`config.mk`:
```
export PLATFORM = sky130hd
export DESIGN_NAME = cic_pdm_stereo
export DESIGN_NICKNAME = d
export VERILOG_FILES = /design/src/rtl/cic_pkg.sv /design/src/rtl/cic_channel.sv /design/src/rtl/cic_pdm_stereo.sv
export SDC_FILE = /design/constraint.sdc
export NUM_CORES = 2
export LEC_CHECK = 0
export CAP_MARGIN = 20
export CORE_MARGIN = 3
export CORE_UTILIZATION = 36
export CTS_BUF_LIST = sky130_fd_sc_hd__clkbuf_8
export CTS_CLUSTER_DIAMETER = 50
export DETAILED_ROUTE_END_ITERATION = 8
export SLEW_MARGIN = 25
export SYNTH_ARGS = -nofsm -noshare
export SYNTH_HDL_FRONTEND = slang
export SYNTH_SLANG_ARGS = --single-unit
```
`constraint.sdc`:
```
create_clock -name clk -period 5.4 [get_ports clk]
set_clock_uncertainty 0.15 [all_clocks]
set_input_delay 0.54 -clock clk [delete_from_list [all_inputs] [get_ports clk]]
set_output_delay 0.54 -clock clk [all_outputs]
set_load 0.03 [all_outputs]
```
`src/rtl/cic_pkg.sv`:
```
// cic_pkg
// Shared constants and helpers for the stereo PDM CIC decimator.
//   MAX_ORDER / MAX_DIFF_DELAY : supported limits for the stage count and
//                                comb differential delay
//   PDM_POS / PDM_NEG          : values a PDM bit maps to before integration
//   cic_acc_width()            : minimum accumulator width that keeps the
//                                modular CIC arithmetic exact for a given
//                                order, decimation rate and differential delay
package cic_pkg;

    localparam int MAX_ORDER      = 6;
    localparam int MAX_DIFF_DELAY = 2;

    // A PDM '1' contributes +1 and a '0' contributes -1 (sign-extended).
    localparam int PDM_POS = 1;
    localparam int PDM_NEG = -1;

    // Hogenauer bit growth: ORDER * ceil(log2(R*M)) plus one sign bit.
    function automatic int cic_acc_width(input int order, input int rate, input int diff_delay);
        return order * $clog2(rate * diff_delay) + 1;
    endfunction

endpackage

```
`src/rtl/cic_channel.sv`:
```
// cic_channel
// One channel of the CIC decimator: ORDER integrators running at the PDM
// bit rate followed by an ORDER-stage comb pipeline run once per frame.
// Ports:
//   clk, rst_n    : system clock, asynchronous active-low reset
//   clear         : synchronous clear of all channel state
//   sample_en     : one-cycle pulse when this channel's bit is captured
//   sample_bit    : captured PDM bit
//   strobe        : one-cycle decimation strobe; starts the comb pipeline
//   result        : output of the last comb stage (two's complement)
//   result_valid  : high for one cycle once the last comb stage has updated
module cic_channel
    import cic_pkg::*;
#(
    parameter int ORDER      = 4,
    parameter int DIFF_DELAY = 1,
    parameter int ACC_W      = 32
) (
    input  logic             clk,
    input  logic             rst_n,
    input  logic             clear,
    input  logic             sample_en,
    input  logic             sample_bit,
    input  logic             strobe,
    output logic [ACC_W-1:0] result,
    output logic             result_valid
);

    logic [ACC_W-1:0] sample_val;
    logic [ACC_W-1:0] integ   [ORDER];
    logic [ACC_W-1:0] comb    [ORDER];
    logic [ACC_W-1:0] comb_in [ORDER];
    logic [ACC_W-1:0] dly     [ORDER][DIFF_DELAY];
    logic [ORDER-1:0] stage_vld;
    logic [ORDER-1:0] comb_go;

    assign sample_val = sample_bit ? ACC_W'(PDM_POS) : ACC_W'(PDM_NEG);

    // Integrator cascade. Every stage adds the previous stage's registered
    // value, so all stages advance together on one captured bit. Wrap-around
    // is intentional: the comb differences cancel it as long as ACC_W is wide
    // enough for the decimation rate.
    always_ff @(posedge clk or negedge rst_n) begin
        if (!rst_n) begin
            for (int k = 0; k < ORDER; k++) integ[k] <= '0;
        end else if (clear) begin
            for (int k = 0; k < ORDER; k++) integ[k] <= '0;
        end else if (sample_en) begin
            integ[0] <= integ[0] + sample_val;
            for (int k = 1; k < ORDER; k++) integ[k] <= integ[k] + integ[k-1];
        end
    end

    // Stage k of the comb fires one cycle after stage k-1; stage 0 fires on
    // the cycle the strobe is high.
    always_comb begin
        comb_go    = '0;
        comb_go[0] = strobe;
        for (int k = 1; k < ORDER; k++) comb_go[k] = stage_vld[k-1];
    end

    always_comb begin
        comb_in[0] = integ[ORDER-1];
        for (int k = 1; k < ORDER; k++) comb_in[k] = comb[k-1];
    end

    // Valid token marching down the comb pipeline.
    always_ff @(posedge clk or negedge rst_n) begin
        if (!rst_n) begin
            stage_vld <= '0;
        end else if (clear) begin
            stage_vld <= '0;
        end else begin
            stage_vld <= comb_go;
        end
    end

    // Comb stages: y = x - x[n-M], with an M-deep delay line per stage that
    // only shifts when the stage fires.
    always_ff @(posedge clk or negedge rst_n) begin
        if (!rst_n) begin
            for (int k = 0; k < ORDER; k++) begin
                comb[k] <= '0;
                for (int j = 0; j < DIFF_DELAY; j++) dly[k][j] <= '0;
            end
        end else if (clear) begin
            for (int k = 0; k < ORDER; k++) begin
                comb[k] <= '0;
                for (int j = 0; j < DIFF_DELAY; j++) dly[k][j] <= '0;
            end
        end else begin
            for (int k = 0; k < ORDER; k++) begin
                if (comb_go[k]) begin
                    comb[k]   <= comb_in[k] - dly[k][DIFF_DELAY-1];
                    dly[k][0] <= comb_in[k];
                    for (int j = 1; j < DIFF_DELAY; j++) dly[k][j] <= dly[k][j-1];
                end
            end
        end
    end

    assign result       = comb[ORDER-1];
    assign result_valid = stage_vld[ORDER-1];

endmodule

```
`src/rtl/cic_pdm_stereo.sv`:
```
// cic_pdm_stereo
// Stereo PDM microphone front end: bit clock generation, left/right demux
// of the shared data line, per-channel CIC decimation and a valid/ready
// output with a sticky overrun flag.
// Ports:
//   clk, rst_n     : system clock, asynchronous active-low reset
//   enable         : run; low synchronously clears the datapath, clk_out=1
//   clk_div        : clk_out half-period is clk_div+1 clk cycles
//   dec_num        : decimation ratio R = dec_num+1 (taken at frame boundary)
//   clk_out        : bit clock to the microphones
//   data_in        : shared PDM data line
//   data_out_l/_r  : decimated left/right samples, two's complement
//   out_valid      : sample pair available
//   out_ready      : consumer accepts the pair
//   overrun        : sticky, a pair was overwritten before acceptance
//   overrun_clr    : clears overrun (a coincident new overrun wins)
module cic_pdm_stereo
    import cic_pkg::*;
#(
    parameter int ORDER      = 4,
    parameter int DIFF_DELAY = 1,
    parameter int ACC_W      = 32,
    parameter int DEC_W      = 8,
    parameter int DIV_W      = 16,
    // Highest decimation rate the accumulator width is sized for.
    parameter int MAX_RATE   = 128
) (
    input  logic             clk,
    input  logic             rst_n,
    input  logic             enable,
    input  logic [DIV_W-1:0] clk_div,
    input  logic [DEC_W-1:0] dec_num,
    output logic             clk_out,
    input  logic             data_in,
    output logic [ACC_W-1:0] data_out_l,
    output logic [ACC_W-1:0] data_out_r,
    output logic             out_valid,
    input  logic             out_ready,
    output logic             overrun,
    input  logic             overrun_clr
);

    // Elaboration-time parameter checks.
    if (ORDER < 1 || ORDER > MAX_ORDER) begin : g_order_check
        $error("cic_pdm_stereo: ORDER must be in 1..%0d", MAX_ORDER);
    end
    if (DIFF_DELAY < 1 || DIFF_DELAY > MAX_DIFF_DELAY) begin : g_delay_check
        $error("cic_pdm_stereo: DIFF_DELAY must be in 1..%0d", MAX_DIFF_DELAY);
    end
    if (MAX_RATE < 1 || MAX_RATE > 2**DEC_W) begin : g_rate_check
        $error("cic_pdm_stereo: MAX_RATE must be reachable through dec_num");
    end
    if (cic_acc_width(ORDER, MAX_RATE, DIFF_DELAY) > ACC_W) begin : g_width_check
        $error("cic_pdm_stereo: ACC_W too small, need %0d",
               cic_acc_width(ORDER, MAX_RATE, DIFF_DELAY));
    end

    logic [DIV_W-1:0] div_cnt;
    logic             terminal;
    logic             left_cap;
    logic             right_cap;
    logic [DEC_W-1:0] dec_cnt;
    logic [DEC_W-1:0] dec_lat;
    logic             strobe;
    logic [ACC_W-1:0] res_l;
    logic [ACC_W-1:0] res_r;
    logic             vld_l;
    logic             vld_r;
    logic             load;

    // '>=' rather than '==' so lowering clk_div mid-count cannot strand the
    // counter above the new terminal value.
    assign terminal  = enable && (div_cnt >= clk_div);
    // clk_out low at the terminal count means it is about to rise: left bit.
    assign left_cap  = terminal && !clk_out;
    assign right_cap = terminal && clk_out;

    // Bit clock divider; clk_out idles high whenever the block is stopped.
    always_ff @(posedge clk or negedge rst_n) begin
        if (!rst_n) begin
            div_cnt <= '0;
            clk_out <= 1'b1;
        end else if (!enable) begin
            div_cnt <= '0;
            clk_out <= 1'b1;
        end else if (terminal) begin
            div_cnt <= '0;
            clk_out <= !clk_out;
        end else begin
            div_cnt <= div_cnt + 1'b1;
        end
    end

    // Frame counter shared by both channels, advanced on right captures so a
    // frame always closes after the right bit of its last bit-period. The
    // rate is only taken at the frame boundary.
    always_ff @(posedge clk or negedge rst_n) begin
        if (!rst_n) begin
            dec_cnt <= '0;
            dec_lat <= '0;
            strobe  <= 1'b0;
        end else if (!enable) begin
            dec_cnt <= '0;
            strobe  <= 1'b0;
        end else begin
            strobe <= 1'b0;
            if (right_cap) begin
                if (dec_cnt == dec_lat) begin
                    dec_cnt <= '0;
                    dec_lat <= dec_num;
                    strobe  <= 1'b1;
                end else begin
                    dec_cnt <= dec_cnt + 1'b1;
                end
            end
        end
    end

    cic_channel #(
        .ORDER      (ORDER),
        .DIFF_DELAY (DIFF_DELAY),
        .ACC_W      (ACC_W)
    ) u_left (
        .clk          (clk),
        .rst_n        (rst_n),
        .clear        (!enable),
        .sample_en    (left_cap),
        .sample_bit   (data_in),
        .strobe       (strobe),
        .result       (res_l),
        .result_valid (vld_l)
    );

    cic_channel #(
        .ORDER      (ORDER),
        .DIFF_DELAY (DIFF_DELAY),
        .ACC_W      (ACC_W)
    ) u_right (
        .clk          (clk),
        .rst_n        (rst_n),
        .clear        (!enable),
        .sample_en    (right_cap),
        .sample_bit   (data_in),
        .strobe       (strobe),
        .result       (res_r),
        .result_valid (vld_r)
    );

    assign load = vld_l && vld_r;

    // Output register and handshake. A load in the same cycle as a transfer
    // keeps out_valid high; a load onto an unaccepted pair flags overrun,
    // and that set takes priority over overrun_clr.
    always_ff @(posedge clk or negedge rst_n) begin
        if (!rst_n) begin
            data_out_l <= '0;
            data_out_r <= '0;
            out_valid  <= 1'b0;
            overrun    <= 1'b0;
        end else if (!enable) begin
            data_out_l <= '0;
            data_out_r <= '0;
            out_valid  <= 1'b0;
            overrun    <= 1'b0;
        end else begin
            if (load) begin
                data_out_l <= res_l;
                data_out_r <= res_r;
                out_valid  <= 1'b1;
            end else if (out_valid && out_ready) begin
                out_valid <= 1'b0;
            end

            if (load && out_valid && !out_ready) begin
                overrun <= 1'b1;
            end else if (overrun_clr) begin
                overrun <= 1'b0;
            end
        end
    end

endmodule

```
==> results.cfg <==
[finish]
seq_area_um2 = 21800
mostFrequentLayoutCells = dfrtp_1, nor2_1, nand2_1
multi_input_area_um2 = 34900
final_nets = 7286
fin_util_pct = 40.6
nFillCells = 16073
fin_cells = 9035
area_growth_pct = 11.9
final_common_cell = dfrtp_1
final_area_um2 = 66200
drive_gt1_share_pct = 5.19

[critical_path]
timing.rr.end = u_right.result[24]$_DFFE_PN0P_
crit_top_cell = inv_1
reg2reg_depth = 15
ff2ff_setup_slack_ns = 1.39
path_cells = inv_1, ha_1, inv_1, fa_1, a211oi_1, o21ai_0, a31oi_1, o21ai_1, a311oi_1, o31a_1, nor2_1, a21o_1, a21oi_1, xor2_1, o22ai_1
critPathKind = reg -> reg
crit_fanout = 3
cp.arrival_ns = 4.56
required_ns = 5.95
max_stage_delay_ns = 0.54
cp_slowest_cell = a311oi_1
endpoint_kind = flip-flop
rr_startpoint = u_right.comb[32]$_DFFE_PN0P_
crit_path_start_kind = flip-flop

[placement]
dpl-instance-area_um2 = 62500
portBuffers = 96
pre_cts_ws_ns = 0.719
place.gp.congestion = 0.835
place_inst = 8730
dp_hpwl_um = 91000

[worst_hold_path]
hp-class = in -> async

[die]
fp.dieW_um = 411
die_h_um = 411
core_region_area_um2 = 163000
start_util_pct = 36.3
num_rows = 148
die-area_um2 = 169000
boundaryPins = 97

[timing]
clock.fmax_mhz = 249
tightest_slew_ns = 0.932
layout_min_cycle_time_ns = 4.01
final_hold_viol_count = 0
fin_crit_sh_pct = 74.3
finalSetupTns_ns = 0
slew-limit-headroom_pct = 37.9
setup_viol = 0
fin_hold_ws_ns = 0.199
rsz0062_at_grt = false
slew_viol_final = 0
fin_ws_ns = 1.39

[drt]
antenna_left = 0
first_iter_violations = 2486
routed_wl_um = 129000
drc = 0
avgRoutedWirePerCell_um = 14.2
first_pass_iters = 7
drt-vias-per-instance = 5.04
via_count = 45547

[pwr]
ir_worst_vdd_uv = 217
leakagePower_nw = 30.3
p_per_area_nw_per_um2 = 210
finalPower_mw = 13.9

[global_route]
grt_pass1_vias = 44756
grt.overflow.total = 0
grt_max_degree = 147
grt_pass1_wl_um = 223000
antenna_found_initial = 2
grt_use_total_pct = 15.2

[synth]
synth_top_area_share_pct = 36.8
synth_top_area_cell = dfrtp_1
synth_flop_cell = dfrtp_1
seq_area_frac_synth_pct = 36.9
synth_cell_type_count = 88
synth_edf_count = 0
async_reset_ff_share_pct = 100
yosysWarnings = 0
syn_area_um2 = 59200
synth_cells = 6678
ys_top_cells_by_area = dfrtp_1, ha_1, mux2i_1
synth-seq-cells = 872
synth_nets = 7236
syn_avg_cell_area_um2 = 8.86

[cts]
insertion_delay_ns = 0.86
ctsLongestPathBuffers = 3
ctsHtreeMaxLevel = 4
cts_tree = yes
cts-root-buf = clkbuf_8
clkTransAtPathRegs_ns = 0.06
cts_buffers = 161
clkSinkCount = 872
postCtsSetupBuffers = 0

[run]
maxCapViolCount = 0

[status]
status = completed
## how the worst max path moves through the flow
stage,from,to,cells after the start
2_1_floorplan,data_in,u_left.integ[126]$_DFFE_PN0P_,13
3_3_place_gp,data_in,u_right.integ[126]$_DFFE_PN0P_,15
3_5_place_dp,data_in,u_right.integ[126]$_DFFE_PN0P_,15
4_1_cts,u_right.comb[32]$_DFFE_PN0P_,u_right.result[24]$_DFFE_PN0P_,15
5_1_grt,u_left.integ[97]$_DFFE_PN0P_,u_left.integ[126]$_DFFE_PN0P_,13
6_report,u_right.comb[32]$_DFFE_PN0P_,u_right.result[24]$_DFFE_PN0P_,15
## area by class of cell
type	count	share of cell area [%]
Tap cell	2175	4.11
Antenna cell	2	0.00756
Clock inverter	82	1.02
Inverter	377	2.15
Sequential cell	872	33.0
Timing Repair Buffer	159	2.55
Clock buffer	211	4.39
Multi-Input combinational cell	5157	52.8
## what timing repair did
item | 4_1_cts | 5_1_grt
hold buffers | 10 | 0
endpoints found under the hold margin | 120 | 0
resized for setup | 0 | 0
## Yosys cell counts (10+ instances only)
library cell,instances
or3_1,36
and3_1,52
nor2_1,845
o21ai_0,260
o211ai_1,31
nand3b_1,14
clkbuf_1,225
nand2b_1,83
buf_1,41
a211oi_1,92
nand2_1,632
a31oi_1,50
nor3_1,83
nand3_1,148
nor2b_1,82
o31ai_1,21
dfrtp_1,871
inv_1,375
a21oi_1,569
and2_1,19
a21o_1,235
nand4_1,44
o41ai_1,10
fa_1,16
mux2i_1,495
o21a_1,79
xnor2_1,287
o22ai_1,31
o21ai_1,15
o31a_1,15
a211o_1,14
o21bai_1,38
nor4_1,10
xor2_1,159
ha_1,512
o2111ai_1,10
## critical path, delay by kind of cell (launching register included)
kind / cells / cell delay, ns
fa+ha+maj: 2 / 0.57
xor+xnor: 1 / 0.22
compound gates: 9 / 2.28
flops: 1 / 0.42
buf+inv: 2 / 0.12
simple gates: 1 / 0.09
## logic make-up after synthesis
kind of cell / after synthesis / synth area share [%]
buffers and inverters: 649 / 4.13
muxes: 497 / 8.41
adders and majority gates: 528 / 11.4
xor gates and xnor gates: 446 / 6.60
AOI/OAI and AO/OA: 1600 / 17.2
DFF: 872 / 36.9
and+or+nand+nor: 2086 / 15.4
## routing by layer
metal,part of all wire [%],GRT usage [%]
met1,51,21.6
met2,44,24.1
met3,3.0,2.17
met4,2.0,4.24
met5,0,0
## state kept, by name, indices dropped and copies added, names as in the netlist, 8 cells and up
register	flops
u_right.result	32
u_left.dly	128
u_left.comb_in	32
u_left.result	32
data_out_l	32
u_right.comb_in	32
dec_lat	8
dec_cnt	8
u_left.integ	96
u_right.comb	96
u_right.dly	128
u_left.comb	96
u_right.integ	96
div_cnt	16
data_out_r	32
## where the power goes
part           switching [mW]  internal, mW
sequential            0.00750          6.55
combinational           0.319         0.100
clock                    2.88          4.03
total                    3.21          10.7
Note: power is estimated with default switching activity, not from simulation.
